**src/rtl/stepper_seq_ctrl.sv**
```systemverilog
// stepper_seq_ctrl: 4-coil wave/full/half-step sequencer with counted moves, abort and signed position.
// Build option STEP_HOLD_EN: keep the last energised pattern on the coils while idle.
module stepper_seq_ctrl #(
    parameter int DIV_W = 20,
    parameter int CNT_W = 16,
    parameter int POS_W = 24
) (
    input  logic                    clk,
    input  logic                    rst_n,
    input  logic [1:0]              mode,
    input  logic [DIV_W-1:0]        period,
    input  logic                    cmd_valid,
    output logic                    cmd_ready,
    input  logic                    cmd_dir,
    input  logic [CNT_W-1:0]        cmd_steps,
    input  logic                    abort,
    output logic                    busy,
    output logic                    done,
    output logic signed [POS_W-1:0] pos,
    output logic [3:0]              coil
);
`ifdef STEP_HOLD_EN
    localparam bit HOLD = 1'b1;
`else
    localparam bit HOLD = 1'b0;
`endif
    localparam logic [DIV_W-1:0] DIV_ONE = DIV_W'(1);
    localparam logic [CNT_W-1:0] CNT_ONE = CNT_W'(1);
    localparam logic [POS_W-1:0] POS_ONE = POS_W'(1);
    localparam logic [7:0][3:0] PHASE = {4'b1001, 4'b1000, 4'b1100, 4'b0100,
                                         4'b0110, 4'b0010, 4'b0011, 4'b0001};

    typedef enum logic {IDLE, RUN} state_t;

    state_t           state, state_nx;
    logic [2:0]       idx, idx_nx, delta;
    logic [DIV_W-1:0] div, per_q, per_eff;
    logic [CNT_W-1:0] rem;
    logic             dir_q, accept, step_en, done_nx, term;

    assign per_eff   = (period == '0) ? DIV_ONE : period;
    assign term      = (div == per_q - DIV_ONE);
    // half-step moves by one; wave/full move by two once on their own parity, else one to snap onto it
    assign delta     = (mode == 2'b10 || idx[0] == (mode == 2'b00)) ? 3'd1 : 3'd2;
    assign idx_nx    = dir_q ? idx + delta : idx - delta;
    assign cmd_ready = (state == IDLE);
    assign busy      = (state == RUN);

    // Next state, command acceptance, step strobe and completion pulse.
    always_comb begin
        state_nx = state;
        accept   = 1'b0;
        step_en  = 1'b0;
        done_nx  = 1'b0;
        if (state == IDLE) begin
            accept   = cmd_valid;
            done_nx  = cmd_valid && (cmd_steps == '0);
            state_nx = (cmd_valid && cmd_steps != '0) ? RUN : IDLE;
        end else if (abort) begin
            state_nx = IDLE;
            done_nx  = 1'b1;
        end else if (term) begin
            step_en  = 1'b1;
            done_nx  = (rem == CNT_ONE);
            state_nx = done_nx ? IDLE : RUN;
        end
    end

    // FSM state register.
    always_ff @(posedge clk or negedge rst_n) begin
        if (!rst_n) state <= IDLE;
        else        state <= state_nx;
    end

    // Move datapath: divider, phase index, coil pattern, position and remaining count.
    always_ff @(posedge clk or negedge rst_n) begin
        if (!rst_n) begin
            idx   <= '0;
            div   <= '0;
            per_q <= DIV_ONE;
            rem   <= '0;
            dir_q <= 1'b0;
            coil  <= '0;
            pos   <= '0;
            done  <= 1'b0;
        end else begin
            done <= done_nx;
            if (state == IDLE && !HOLD) coil <= '0;
            if (accept) begin
                dir_q <= cmd_dir;
                rem   <= cmd_steps;
                div   <= '0;
                per_q <= per_eff;
            end else if (step_en) begin
                div   <= '0;
                per_q <= per_eff;
                idx   <= idx_nx;
                coil  <= PHASE[idx_nx];
                pos   <= dir_q ? pos + POS_ONE : pos - POS_ONE;
                rem   <= rem - CNT_ONE;
            end else if (state == RUN) begin
                div <= div + DIV_ONE;
            end
        end
    end
endmodule
```
**config.mk**
```make
export PLATFORM = sky130hd
export DESIGN_NAME = stepper_seq_ctrl
export DESIGN_NICKNAME = d
export VERILOG_FILES = /design/src/rtl/stepper_seq_ctrl.sv
export SDC_FILE = /design/constraint.sdc
export NUM_CORES = 1
export LEC_CHECK = 0
export CAP_MARGIN = 20
export CORE_MARGIN = 2
export CORE_UTILIZATION = 40
export DETAILED_ROUTE_END_ITERATION = 8
export PLACE_DENSITY = 0.75
export SYNTH_ARGS = -nofsm -noshare
export SYNTH_HDL_FRONTEND = slang
export SYNTH_SLANG_ARGS = --single-unit
```
**constraint.sdc**
```tcl
create_clock -name clk -period 3.6 [get_ports clk]
set_input_delay 0.54 -clock clk [delete_from_list [all_inputs] [get_ports clk]]
set_output_delay 0.54 -clock clk [all_outputs]
set_load 0.005 [all_outputs]
```
==> run metrics, run 1 <==
GPL Wtd Cong 0.881; EDFF count, synth 0; Final Net Count 818; Hold Path Class input port to async pin; crit path capture pos[23]$_DFFE_PN0P_; top_reg_cell synth dfrtp_1; leakage power 3.12 nW; DRC 0; initial antenna violation count 0; crit path buf inv count 2; Tmin final 3.30 ns; crit path from dir_q$_DFFE_PN0P_; diode count 0; largest net degree at the start of global routing 47; CTS Hold Bufs 0; ANT nets after route 0; Synth cell types 78; DP Worst Slack 0.211 ns; IO Port Bufs 73; Starting Density 0.407; yosys warns 0; unrepaired setup endpoints after global routing false; die footprint 16300 um^2; Die Wd 128 um; fin crit share 0.917; status complete, no violations; final cell count without fillers 940; final setup skew 0.00748 ns; Startpoint Class register; Initial DRC Count 468; top cell family by delay on the critical path compound AO/OA/AOI/OAI gates; Final Cell Area 7380 um^2; PwrDens 422 nW/um^2; Vias per Instance 5.76; Rows 45; Final setup viols 0; Area after DPL 7060 um^2; register-to-register setup slack 0.30 ns; Max rail drop VDD 0.283 mV; vias in the first global route 5137; wire per inst 16.1 um; Final Max Slew Viols 0; DR vias 5414; Longest Clk Path Bufs 2; worst reg2reg path endpoint pos[23]$_DFFE_PN0P_; endpoint class of the critical path register; Async S/R FF share, synth 1.00; cells after synthesis 681; # Post-CTS Setup Buffers 0; worst endpoint required time 3.88 ns; layout cells sized above 1 0.0944; R2R Path Start dir_q$_DFFE_PN0P_; Crit path top cell by count and3_1; Reg2Reg Depth 11; worst setup margin 0.298 ns; Fin. Hold Viols 0; clock transition at the registers of the reported paths 0.07 ns; total track usage 0.188; hpwl dp 10800 um; H-tree Lvls 3; register bit total from synthesis 90; Slew @ Worst Pin 0.815 ns; placeable core region 15100 um^2; Die Span Y 128 um; root buf cell clkbuf_16; setup TNS 0 ns; CTS tree done; Max Cap Viol 0; Ports 74; Crit-path slowest cell a311o_1; critical path, cell by cell clkinvlp_4 > buf_4 > ha_1 > and3_1 > and3_1 > a22oi_1 > o211ai_1 > a311o_1 > a21o_1 > a2111oi_2 > xor2_1; CP Depth 11; Layout area overhead 20.3%; clk_lat worst skew 0.35 ns; Setup Crit Path Kind register to register; syn_nets 752; top cell type's share of synthesized area 0.363; Num CTS Buffers 9; Slew headroom 0.456; total gr overflow 0; final wirelength 15100 um; Post-Syn Area 6140 um^2; Syn Area/Cell 9.01 um^2; first-pass GRT wire length 24900 um; leading area contributor after synthesis dfrtp_1; worst-path fanout max 10; TritonRoute pass-1 iters 5; share of the yosys chip area belonging to registers 0.367; CP arrival 3.58 ns; final core utilization 0.489; placed cell count 924; clock sink count 90; crit-path max cell delay 0.45 ns; Achievable Freq 303 MHz; filler cell count 1394; ranking of synthesized cells by area dfrtp_1, ha_1, xor2_1
## synthesized netlist by cell type (all sizes together) (8+ instances only)
library cell   n
a211oi         8
a21o          11
a21oi         33
a31oi          8
and3          12
buf           15
clkbuf        14
dfrtp         89
ha            26
inv           15
mux2          20
nand2         65
nand2b        12
nand3         41
nand4          9
nor2          55
nor3          18
nor4          22
o21ai         44
o31ai          8
xnor2         26
xor2          28
## worst min path at each step
stage	startpoint	end	slack (ns)	cells after the start
5_1_grt	rst_n	per_q[8]$_DFFE_PN0P_	0.23	1
3_3_place_gp	idx[1]$_DFFE_PN0P_	idx[1]$_DFFE_PN0P_	0.47	2
6_report	rst_n	per_q[8]$_DFFE_PN0P_	0.19	1
3_5_place_dp	idx[1]$_DFFE_PN0P_	idx[1]$_DFFE_PN0P_	0.48	2
4_1_cts	rst_n	per_q[13]$_DFFE_PN0P_	0.21	1
2_1_floorplan	rst_n	busy$_DFF_PN0_	0.24	0
## layout make-up
type,count,area (um^2),share of cell area
Clock buffer,11,253,0.0342
Clock inverter,5,61.3,0.00831
Timing Repair Buffer,84,848,0.115
Multi-Input combinational cell,546,3670,0.497
Inverter,16,63.8,0.00865
Sequential cell,90,2250,0.305
Tap cell,188,235,0.0319
## cells by family after synthesis
group	Yosys count	share of synthesized area
XOR/XNOR	54	0.0771
AND/OR/NAND/NOR	274	0.236
multiplexers	23	0.0416
buffers and inverters	45	0.0367
adder cells (fa/ha/maj)	28	0.0595
AO/OA/AOI/OAI	167	0.182
flip-flops	90	0.367
## worst register-to-register path, stage by stage (launching register included)
cell and delay, ns:
dfrtp_1 0.44, clkinvlp_4 0.27, buf_4 0.23, ha_1 0.35
and3_1 0.22, and3_1 0.19, a22oi_1 0.22, o211ai_1 0.17
a311o_1 0.45, a21o_1 0.19, a2111oi_2 0.32, xor2_1 0.17
## cells in the final DEF (no fill, tap or decap), drive strengths merged, types with 22 or more instances in the layout
cell type / n
o21ai: 44
nor4: 22
nand3: 41
dfrtp: 89
ha: 26
nand2: 65
xnor2: 26
xor2: 28
a21oi: 33
clkdlybuf4s50: 72
nor2: 55
## metrics by stage
step / hold slack, ns / total power [W]
after floorplan: 0.244 / 0.00187
after global placement: 0.468 / 0.00210
after detailed placement: 0.480 / 0.00212
after CTS: 0.213 / 0.00313
after global routing: 0.230 / 0.00329
final: 0.193 / 0.00311
## layer usage
metal  track usage  vias to the layer above  wire, um  share of wire
met5             0                        -         0              0
met4        0.0569                        0       260          0.017
met3        0.0434                       18       620          0.041
met2         0.306                      125      7230           0.48
met1         0.250                     2619      7030           0.46
li1              -                     2652         -              -
## where the power goes
part / leakage (nW) / switching [W] / internal (W)
clock network: 0.156 / 0.000411 / 0.000580
registers: 1.15 / 0.000171 / 0.00112
logic: 1.81 / 0.000438 / 0.000396
total: 3.12 / 0.00102 / 0.00209
## state kept, by name, indices dropped and copies added (netlist names)
register,count
coil,4
busy,1
done,1
dir_q,1
idx,3
rem,16
pos,24
per_q,20
div,20
## what timing repair did
action,in CTS,in global routing
gates resized for setup,0,3
endpoints found under the hold margin,0,0
setup endpoints to repair,0,4
Note: power is estimated with default switching activity, not from simulation.
==> inputs of run 2 (changes only) <==
--- a/config.mk
+++ b/config.mk
@@ -6,7 +6,6 @@
 export NUM_CORES = 1
 export LEC_CHECK = 0
 export CAP_MARGIN = 20
-export CORE_MARGIN = 2
 export CORE_UTILIZATION = 40
 export DETAILED_ROUTE_END_ITERATION = 8
 export PLACE_DENSITY = 0.75
==> run 2 against run 1 <==
Effect of this change:
- register-to-register slack got worse by 0.07 ns
- worst setup slack got worse by 0.067 ns
- critical path depth did not move
- die area fell by 3.1%
- final cell count fell by 0.85%
- first-iteration DRC count fell by 14%
- largest cell class unchanged
==> run metrics, run 2 (synthesized netlist as in run 1, its figures left out) <==
status complete, no violations; total gr overflow 0 (unchanged); Starting Density 0.416 (+0.00924); worst endpoint required time 3.87 ns (about the same); Layout area overhead 19.6%; Final Net Count 814 (-0.49%); max reg flops 24 (unchanged); leakage power 3.08 nW (-1.1%); commonest cells after routing, fill and taps aside dfrtp_1, clkdlybuf4s50_1, nand2_1; GR Util met3 0.0446 (+0.00120); vias in the first global route 4981 (-3.0%); Achievable Freq 297 MHz (-2.0%); CTS tree done; DRC 0 (unchanged); unrepaired setup endpoints after global routing false; wire per inst 15.9 um (-1.5%); hpwl dp 10600 um (-1.7%); R2R Path Start dir_q$_DFFE_PN0P_; GPL Wtd Cong 0.862 (-2.2%); Final Max Slew Viols 0 (unchanged); root buf cell clkbuf_16; Setup Crit Path Kind register to register; worst setup margin 0.231 ns (-0.0670 ns); final cell count without fillers 932 (-0.85%); H-tree Lvls 3 (unchanged); Longest Clk Path Bufs 2 (unchanged); die footprint 15800 um^2 (-3.1%); Max rail drop VDD 0.284 mV (+0.38%); Vias per Instance 5.75 (-0.17%); Die Span Y 126 um (-1.6%); clock sink count 90 (unchanged); Fin. Hold Viols 0 (unchanged); TritonRoute pass-1 iters 5 (unchanged); diode count 0 (unchanged); DR vias 5359 (-1.0%); Slew @ Worst Pin 0.779 ns (-0.0355 ns); total track usage 0.192 (+0.00414); final setup skew 0.00882 ns (+0.00134 ns); CP arrival 3.64 ns (+0.06 ns); Tmin final 3.37 ns (+0.0670 ns); ANT nets after route 0 (unchanged); layout cells sized above 1 0.0896 (-0.00484); PwrDens 428 nW/um^2 (+1.6%); worst-path fanout max 21 (+11); most flop-heavy register pos; Tot Pwr 0.00315 W (+1.1%); crit-path max cell delay 0.47 ns (+0.02 ns); IO Port Bufs 73 (unchanged); Initial DRC Count 401 (-14%); Max Cap Viol 0 (unchanged); Reg2Reg Depth 11 (unchanged); Most Crowded Layer GR met2; placed cell count 916 (-0.87%); endpoint class of the critical path register; Rows 44 (-2.2%); Num CTS Buffers 9 (unchanged); worst reg2reg path endpoint pos[22]$_DFFE_PN0P_; Largest regs pos x24, div x20, per_q x20; Startpoint Class register; initial antenna violation count 0 (unchanged); placeable core region 14800 um^2 (-2.2%); register-to-register setup slack 0.23 ns (-0.07 ns); fin crit share 0.936 (+0.0186); Sequential Area 2250 um^2 (unchanged); GR Util met1 0.261 (+0.0108); footprint of the multi-input gates 3660 um^2 (-0.14%); # Post-CTS Setup Buffers 0 (unchanged); first-pass GRT wire length 24400 um (-2.0%); Ports 74 (unchanged); Crit-path slowest cell o21ai_0; largest net degree at the start of global routing 57 (+21%); Final setup viols 0 (unchanged); critical path, cell by cell clkinvlp_4 > buf_4 > ha_1 > nand3_1 > o21bai_1 > o21ai_0 > a2111o_1 > a31oi_1 > o21ai_0 > mux2_2 > a31oi_1; Slew headroom 0.479 (+0.0237); filler cell count 1388 (-0.43%); final wirelength 14800 um (-2.4%); most common cell after layout, fill and taps aside dfrtp_1; clk_lat worst skew 0.35 ns (about the same); DP Worst Slack 0.184 ns (-0.0277 ns); clock transition at the registers of the reported paths 0.07 ns (about the same); final core utilization 0.498 (+0.00840); setup TNS 0 ns (unchanged); Hold Path Class input port to async pin; M2 GR Usage 0.304 (-0.00183); Die Wd 126 um (-1.6%)
==> run 2: worst max path at each step <==
stage / start / endpoint / depth (start not counted)
2_1_floorplan: dir_q$_DFFE_PN0P_ / pos[20]$_DFFE_PN0P_ / 10
3_3_place_gp: dir_q$_DFFE_PN0P_ / pos[20]$_DFFE_PN0P_ / 11
3_5_place_dp: dir_q$_DFFE_PN0P_ / pos[20]$_DFFE_PN0P_ / 11
4_1_cts: dir_q$_DFFE_PN0P_ / pos[22]$_DFFE_PN0P_ / 11
5_1_grt: per_q[1]$_DFFE_PN0P_ / pos[23]$_DFFE_PN0P_ / 11
6_report: dir_q$_DFFE_PN0P_ / pos[22]$_DFFE_PN0P_ / 11
==> run 2: worst max-delay path: cells and delay by family (launching register included) <==
kind | cells | cell delay, ns
compound gates | 6 | 1.37
simple gates | 1 | 0.14
mux | 1 | 0.39
flops | 1 | 0.43
buf+inv | 2 | 0.54
fa+ha+maj | 1 | 0.40
==> run 2: per-stage QoR <==
stage / instance area, um^2 / hold slack [ns]
detailed placement: 7010 / 0.480
global placement: 7010 / 0.465
global route: 7340 / 0.208
CTS: 7340 / 0.190
finish: 7340 / 0.174
floorplan: 6140 / 0.244
==> run 2: timing repair <==
item,CTS,global route
gates resized for setup,0,1
hold buffers,0,0
setup endpoints to repair,0,3
endpoints found under the hold margin,0,0
==> run 2: layout make-up <==
cell class	instances	share of cell area
multi-input combinational	546	0.499
sequential	90	0.307
timing repair buffer	80	0.110
tap	184	0.0314
clock buffer	9	0.0307
clock inverter	7	0.0138
inverter	16	0.00869
==> run 2: metal layers <==
metal	part of all wire	vias up
met5	0	-
met4	0.016	0
met2	0.46	130
met3	0.041	18
met1	0.48	2569
li1	-	2642
==> run 2: power by group <==
| part | switching, W | internal (W) | leakage, nW |
|---|---|---|---|
| Clock | 0.000421 | 0.000615 | 0.158 |
| Combinational | 0.000435 | 0.000388 | 1.77 |
| Sequential | 0.000170 | 0.00112 | 1.15 |
==> inputs of run 3 (changes only) <==
--- a/config.mk
+++ b/config.mk
@@ -5,8 +5,9 @@
 export SDC_FILE = /design/constraint.sdc
 export NUM_CORES = 1
 export LEC_CHECK = 0
-export CAP_MARGIN = 20
+export CAP_MARGIN = 15
 export CORE_UTILIZATION = 40
+export CTS_CLUSTER_DIAMETER = 30
 export DETAILED_ROUTE_END_ITERATION = 8
 export PLACE_DENSITY = 0.75
 export SYNTH_ARGS = -nofsm -noshare
==> results of run 3 <==
Same layout as run 2: the final DEF is identical, and so are final timing and power.
